[config.mk]
export PLATFORM = sky130hd
export DESIGN_NAME = wb_queue_flat
export DESIGN_NICKNAME = d
export VERILOG_FILES = /design/src/rtl/wb_queue_pkg.sv /design/src/rtl/wb_queue_if.sv /design/src/rtl/wb_queue_fwd_match.sv /design/src/rtl/wb_queue.sv /design/src/flat_wrapper.sv
export SDC_FILE = /design/constraint.sdc
export NUM_CORES = 1
export LEC_CHECK = 0
export CELL_PAD_IN_SITES_DETAIL_PLACEMENT = 1
export CELL_PAD_IN_SITES_GLOBAL_PLACEMENT = 2
export CORE_ASPECT_RATIO = 0.5
export CORE_MARGIN = 1
export CORE_UTILIZATION = 42
export DETAILED_ROUTE_END_ITERATION = 8
export MAX_ROUTING_LAYER = met4
export PLACE_DENSITY_LB_ADDON = 0.25
export SYNTH_ARGS = -nofsm -noshare
export SYNTH_HDL_FRONTEND = slang
export SYNTH_SLANG_ARGS = --single-unit
[constraint.sdc]
create_clock -name clk -period 6.15 [get_ports clk]
set_input_delay 0.9225 -clock clk [delete_from_list [all_inputs] [get_ports clk]]
set_output_delay 0.9225 -clock clk [all_outputs]
set_load 0.01 [all_outputs]
[src/rtl/wb_queue_pkg.sv]
// Shared register-file types for the write-back queue.
package wb_queue_pkg;

  localparam int REG_AW = 5;
  localparam int REG_DW = 32;
  localparam logic [REG_AW-1:0] REG_ZERO = '0;

  typedef struct packed {
    logic [REG_AW-1:0] dest;
    logic [REG_DW-1:0] data;
  } wb_entry_t;

endpackage

[src/rtl/wb_queue_if.sv]
// Producer handshake plus register-file write port of the write-back queue.
interface wb_queue_if
  import wb_queue_pkg::*;
#(
  parameter int AW = REG_AW,
  parameter int DW = REG_DW
);

  logic          in_valid;
  logic          in_ready;
  logic [AW-1:0] in_reg;
  logic [DW-1:0] in_data;
  logic          drain_en;
  logic          regWrite;
  logic [AW-1:0] writeReg;
  logic [DW-1:0] writeData;

  modport master (
    output in_valid, in_reg, in_data, drain_en,
    input  in_ready, regWrite, writeReg, writeData
  );

  modport slave (
    input  in_valid, in_reg, in_data, drain_en,
    output in_ready, regWrite, writeReg, writeData
  );

endinterface

[src/rtl/wb_queue_fwd_match.sv]
// Youngest-match comparator over buffered write-back entries (built only with WBQ_FWD_EN).
module wbq_fwd_match
  import wb_queue_pkg::*;
#(
  parameter int DEPTH = 4,
  parameter int AW    = REG_AW,
  parameter int DW    = REG_DW
) (
  input  wb_entry_t                  entries [DEPTH],
  input  logic [DEPTH-1:0]           valid,
  input  logic [$clog2(DEPTH)-1:0]   wr_ptr,
  input  logic [AW-1:0]              lookup_reg,
  output logic                       hit,
  output logic [DW-1:0]              data
);

  localparam int PW = $clog2(DEPTH);

  logic [PW-1:0] idx;

  always_comb begin
    hit  = 1'b0;
    data = '0;
    idx  = '0;
    // Scan oldest to youngest so the youngest match overwrites earlier ones.
    for (int k = DEPTH; k >= 1; k--) begin
      idx = wr_ptr - PW'(k);
      if (valid[idx] && (lookup_reg != AW'(REG_ZERO)) &&
          (AW'(entries[idx].dest) == lookup_reg)) begin
        hit  = 1'b1;
        data = DW'(entries[idx].data);
      end
    end
  end

endmodule

[src/rtl/wb_queue.sv]
// Write-back queue feeding the register-file write port; results to r0 are dropped.
// Define WBQ_FWD_EN to add the lookup/forwarding ports.
module wb_queue
  import wb_queue_pkg::*;
#(
  parameter int DEPTH = 4,
  parameter int AW    = REG_AW,
  parameter int DW    = REG_DW
) (
  input  logic                     clk,
  input  logic                     rst_n,
  wb_queue_if.slave                wb,
  input  logic                     flush,
  output logic [$clog2(DEPTH):0]   count
`ifdef WBQ_FWD_EN
  ,
  input  logic [AW-1:0]            lookup_reg,
  output logic                     fwd_hit,
  output logic [DW-1:0]            fwd_data
`endif
);

  localparam int PW = $clog2(DEPTH);
  localparam int CW = PW + 1;

  wb_entry_t        mem [DEPTH];
  logic [DEPTH-1:0] vld;
  logic [PW-1:0]    wr_ptr;
  logic [PW-1:0]    rd_ptr;
  logic             push;
  logic             store;
  logic             pop;
  logic             head_vld;
  wb_entry_t        head;

  assign head     = mem[rd_ptr];
  assign head_vld = vld[rd_ptr];

  // Full blocks input even when a pop happens the same cycle.
  assign wb.in_ready = (count < CW'(DEPTH));
  assign push        = wb.in_valid && wb.in_ready;
  assign store       = push && !flush && (wb.in_reg != AW'(REG_ZERO));

  assign wb.regWrite  = (count != '0) && wb.drain_en;
  assign pop          = wb.regWrite;
  assign wb.writeReg  = head_vld ? AW'(head.dest) : '0;
  assign wb.writeData = head_vld ? DW'(head.data) : '0;

  always_ff @(posedge clk or negedge rst_n) begin
    if (!rst_n) begin
      wr_ptr <= '0;
      rd_ptr <= '0;
      count  <= '0;
      vld    <= '0;
    end else if (flush) begin
      wr_ptr <= '0;
      rd_ptr <= '0;
      count  <= '0;
      vld    <= '0;
    end else begin
      if (store) begin
        vld[wr_ptr] <= 1'b1;
        wr_ptr      <= wr_ptr + PW'(1);
      end
      if (pop) begin
        vld[rd_ptr] <= 1'b0;
        rd_ptr      <= rd_ptr + PW'(1);
      end
      case ({store, pop})
        2'b10:   count <= count + CW'(1);
        2'b01:   count <= count - CW'(1);
        default: count <= count;
      endcase
    end
  end

  always_ff @(posedge clk) begin
    if (store) begin
      mem[wr_ptr] <= '{dest: REG_AW'(wb.in_reg), data: REG_DW'(wb.in_data)};
    end
  end

`ifdef WBQ_FWD_EN
  wbq_fwd_match #(
    .DEPTH (DEPTH),
    .AW    (AW),
    .DW    (DW)
  ) u_fwd (
    .entries    (mem),
    .valid      (vld),
    .wr_ptr     (wr_ptr),
    .lookup_reg (lookup_reg),
    .hit        (fwd_hit),
    .data       (fwd_data)
  );
`endif

endmodule

[src/flat_wrapper.sv]
// flat-port wrapper written by rule: the top's interface ports become plain ports
module wb_queue_flat import wb_queue_pkg::*;
#(
  parameter int DEPTH = 4,
  parameter int AW    = REG_AW,
  parameter int DW    = REG_DW
)
  (clk, rst_n, flush, count, wb_in_valid, wb_in_reg, wb_in_data, wb_drain_en, wb_in_ready, wb_regWrite, wb_writeReg, wb_writeData);
  wb_queue_if #(.AW(AW), .DW(DW)) wb_i ();
  input  logic clk;
  input  logic rst_n;
  input  logic flush;
  output logic [$clog2(DEPTH):0] count;
  input wire logic [$bits(wb_i.in_valid)-1:0] wb_in_valid;
  input wire logic [$bits(wb_i.in_reg)-1:0] wb_in_reg;
  input wire logic [$bits(wb_i.in_data)-1:0] wb_in_data;
  input wire logic [$bits(wb_i.drain_en)-1:0] wb_drain_en;
  output wire logic [$bits(wb_i.in_ready)-1:0] wb_in_ready;
  output wire logic [$bits(wb_i.regWrite)-1:0] wb_regWrite;
  output wire logic [$bits(wb_i.writeReg)-1:0] wb_writeReg;
  output wire logic [$bits(wb_i.writeData)-1:0] wb_writeData;
  assign wb_i.in_valid = wb_in_valid;
  assign wb_i.in_reg = wb_in_reg;
  assign wb_i.in_data = wb_in_data;
  assign wb_i.drain_en = wb_drain_en;
  assign wb_in_ready = wb_i.in_ready;
  assign wb_regWrite = wb_i.regWrite;
  assign wb_writeReg = wb_i.writeReg;
  assign wb_writeData = wb_i.writeData;
  wb_queue #(.DEPTH(DEPTH), .AW(AW), .DW(DW)) u_core (.clk(clk), .rst_n(rst_n), .wb(wb_i), .flush(flush), .count(count));
endmodule
==> out/results.tsv <==
metric	value	unit
synthTopCellsByCount	edfxtp_1, mux4_2, nor2b_1	
p_leak	2.56	nW
overflow	0	
ctsHoldBuffers	0	
initial_core_util	0.434	
yosys_warnings	0	
first_global_vias	3579	
yosysMostFrequentCell	edfxtp_1	
critPathKind	reg -> out	
antennaDiodeCount	0	
drive_gt1_frac	0.205	
antenna_found_initial	0	
hold_violations	0	
layout_min_cycle_time	4480	ps
r2r_slack	3800	ps
r2r_cells	5	
crit_family	flip-flops	
hold_path_depth	2	
crit_path_start_kind	flip-flop	
numPortBuffers	83	
postSynthCellCount	308	
post-route-period-util	0.729	
critPathCapture	wb_writeReg[1]	
synth_top_area_share	0.703	
fin_area	7960	um^2
max-cap-violations	0	
hpwl	8130	um
r2r-start	u_core.count[2]	
finalWirelength	13200	um
worstHoldPathType	reg -> reg	
ys_dominant_reg_cell	edfxtp_1	
ys_seq_elements	159	
skew	8.85	ps
grt_pass1_wl	20000	um
synth_cell_type_count	33	
syn_area_per_cell	20.5	um^2
utilization	0.546	
io_pins	84	
ant_nets	0	
vias_per_cell	5.23	
async_flop_share	0.0692	
arrival	3560	ps
synth_edf_count	148	
run_status	finished clean	
ir_drop	0.206	mV
place_inst	580	
firstDrtPassIters	4	
rows	31	
cts.sinks	159	
crit_slowest_cell	dfrtp_2	
stdcell_count	612	
cts_setup_buffers	0	
fin_tns_setup	0	ps
timing.rr.end	u_core.count[2]	
synth_fp_nets	359	
synth_area_leaders	edfxtp_1, mux4_2, dfrtp_1	
p_per_area	392	nW/um^2
clock_latency	420	ps
critPathCaptureType	output pin	
drcViolationCount	0	
fmax	223	MHz
cp.required	5230	ps
fin_nets	452	
rsz0062_at_grt	false	
die_h	88.8	um
path_cells	mux2_2 -> o21ai_4 -> nor2b_1 -> clkdlybuf4s50_1	
drt_iter0_markers	200	
slew_violations	0	
clockBufferDepth	2	
path_clk_slew	60	ps
crit_path_start	u_core.rd_ptr[1]	
gp_congestion	0.729	
slew_headroom	0.257	
syn-cell-area	6330	um^2
gr-usage-all-layers	0.188	
cts.repair.resized	0	
clockRootBuffer	clkbuf_16	
placed_cell_area	7410	um^2
dr_total_vias	3202	
die_w	176	um
cts_tree	built	
wl_per_cell	21.5	um
slowest_delay	1100	ps
seq_area_frac_synth	0.746	
crit_cells	4	
numCtsBuffers	17	
nFillCells	1322	
worst-path-buf-inv	1	
grt_max_degree	44	
area_growth	25.8	%
cp_max_fo	43	
post-synth-top-area-cell	edfxtp_1	
core_area	14600	um^2
htree_levels	4	
setup_viol	0	
die-area	15600	um^2
worstMarginPinSlew	1110	ps
-- worst min-delay path: stages (launching register included) --
cell	delay, ps
dfrtp_1	390
mux2i_1	90
nor2_1	80
-- cells in the final DEF, fill, tap and decap left out, types with 5 or more instances in the layout --
cell,n
inv_1,5
dfrtp_1,9
nor2b_1,37
buf_4,5
clkdlybuf4s50_1,83
nand2_1,6
ha_1,8
clkbuf_16,17
a31oi_1,5
mux4_2,37
inv_6,6
edfxtp_1,148
-- layout make-up --
type | count | area (um^2) | share of cell area
well taps | 198 | 248 | 0.0311
flip-flops and latches | 159 | 4720 | 0.593
repair buffers | 88 | 868 | 0.109
inverters | 6 | 22.5 | 0.00283
clock inverters | 15 | 126 | 0.0159
multi-input cells | 129 | 1550 | 0.194
clock buffers | 17 | 425 | 0.0534
-- power by group --
part | total, mW | switching [mW] | internal [mW]
registers | 1.34 | 0.0743 | 1.26
clock network | 0.977 | 0.448 | 0.529
logic | 0.807 | 0.361 | 0.445
total | 3.12 | 0.884 | 2.24
-- per-layer routing --
layer  vias to the layer above  GRT usage  routed length, um
met5                         -          -                  0
met2                        73      0.308               6750
met1                      1677      0.230               5770
li1                       1436          -                  -
met4                         0     0.0704                186
met3                        16     0.0464                475
-- stage by stage --
step | worst slack, ps | power (mW) | hold WS, ps
4_1_cts | 1550 | 3.17 | 605
3_5_place_dp | 2030 | 2.19 | 591
5_1_grt | 1420 | 3.26 | 645
3_3_place_gp | 2110 | 2.15 | 562
6_report | 1670 | 3.12 | 600
2_1_floorplan | 539 | 1.80 | 542
-- cells by family after synthesis --
| group | count (synthesis) | synth area share |
|---|---|---|
| AO/OA/AOI/OAI | 20 | 0.0247 |
| XOR/XNOR | 2 | 0.00494 |
| adder cells (fa/ha/maj) | 9 | 0.0190 |
| buffers and inverters | 20 | 0.0129 |
| flip-flops | 159 | 0.746 |
| multiplexers | 40 | 0.137 |
| AND/OR/NAND/NOR | 58 | 0.0558 |
-- worst min-delay path by stage --
stage | startpoint | to | slack [ps]
after global placement | u_core.wr_ptr[1] | u_core.wr_ptr[1] | 560
after global routing | u_core.wr_ptr[1] | u_core.wr_ptr[1] | 640
after detailed placement | u_core.wr_ptr[1] | u_core.wr_ptr[1] | 590
after CTS | u_core.wr_ptr[1] | u_core.wr_ptr[1] | 610
after floorplan | u_core.wr_ptr[1] | u_core.wr_ptr[1] | 540
final | u_core.wr_ptr[1] | u_core.wr_ptr[1] | 600
-- registers in the layout, indices dropped and copies added, names as in the netlist --
signal	flops
u_core.rd_ptr	2
u_core.mem	148
u_core.count	3
u_core.wr_ptr	2
u_core.vld	4
Power figures use the tool's default switching activity.
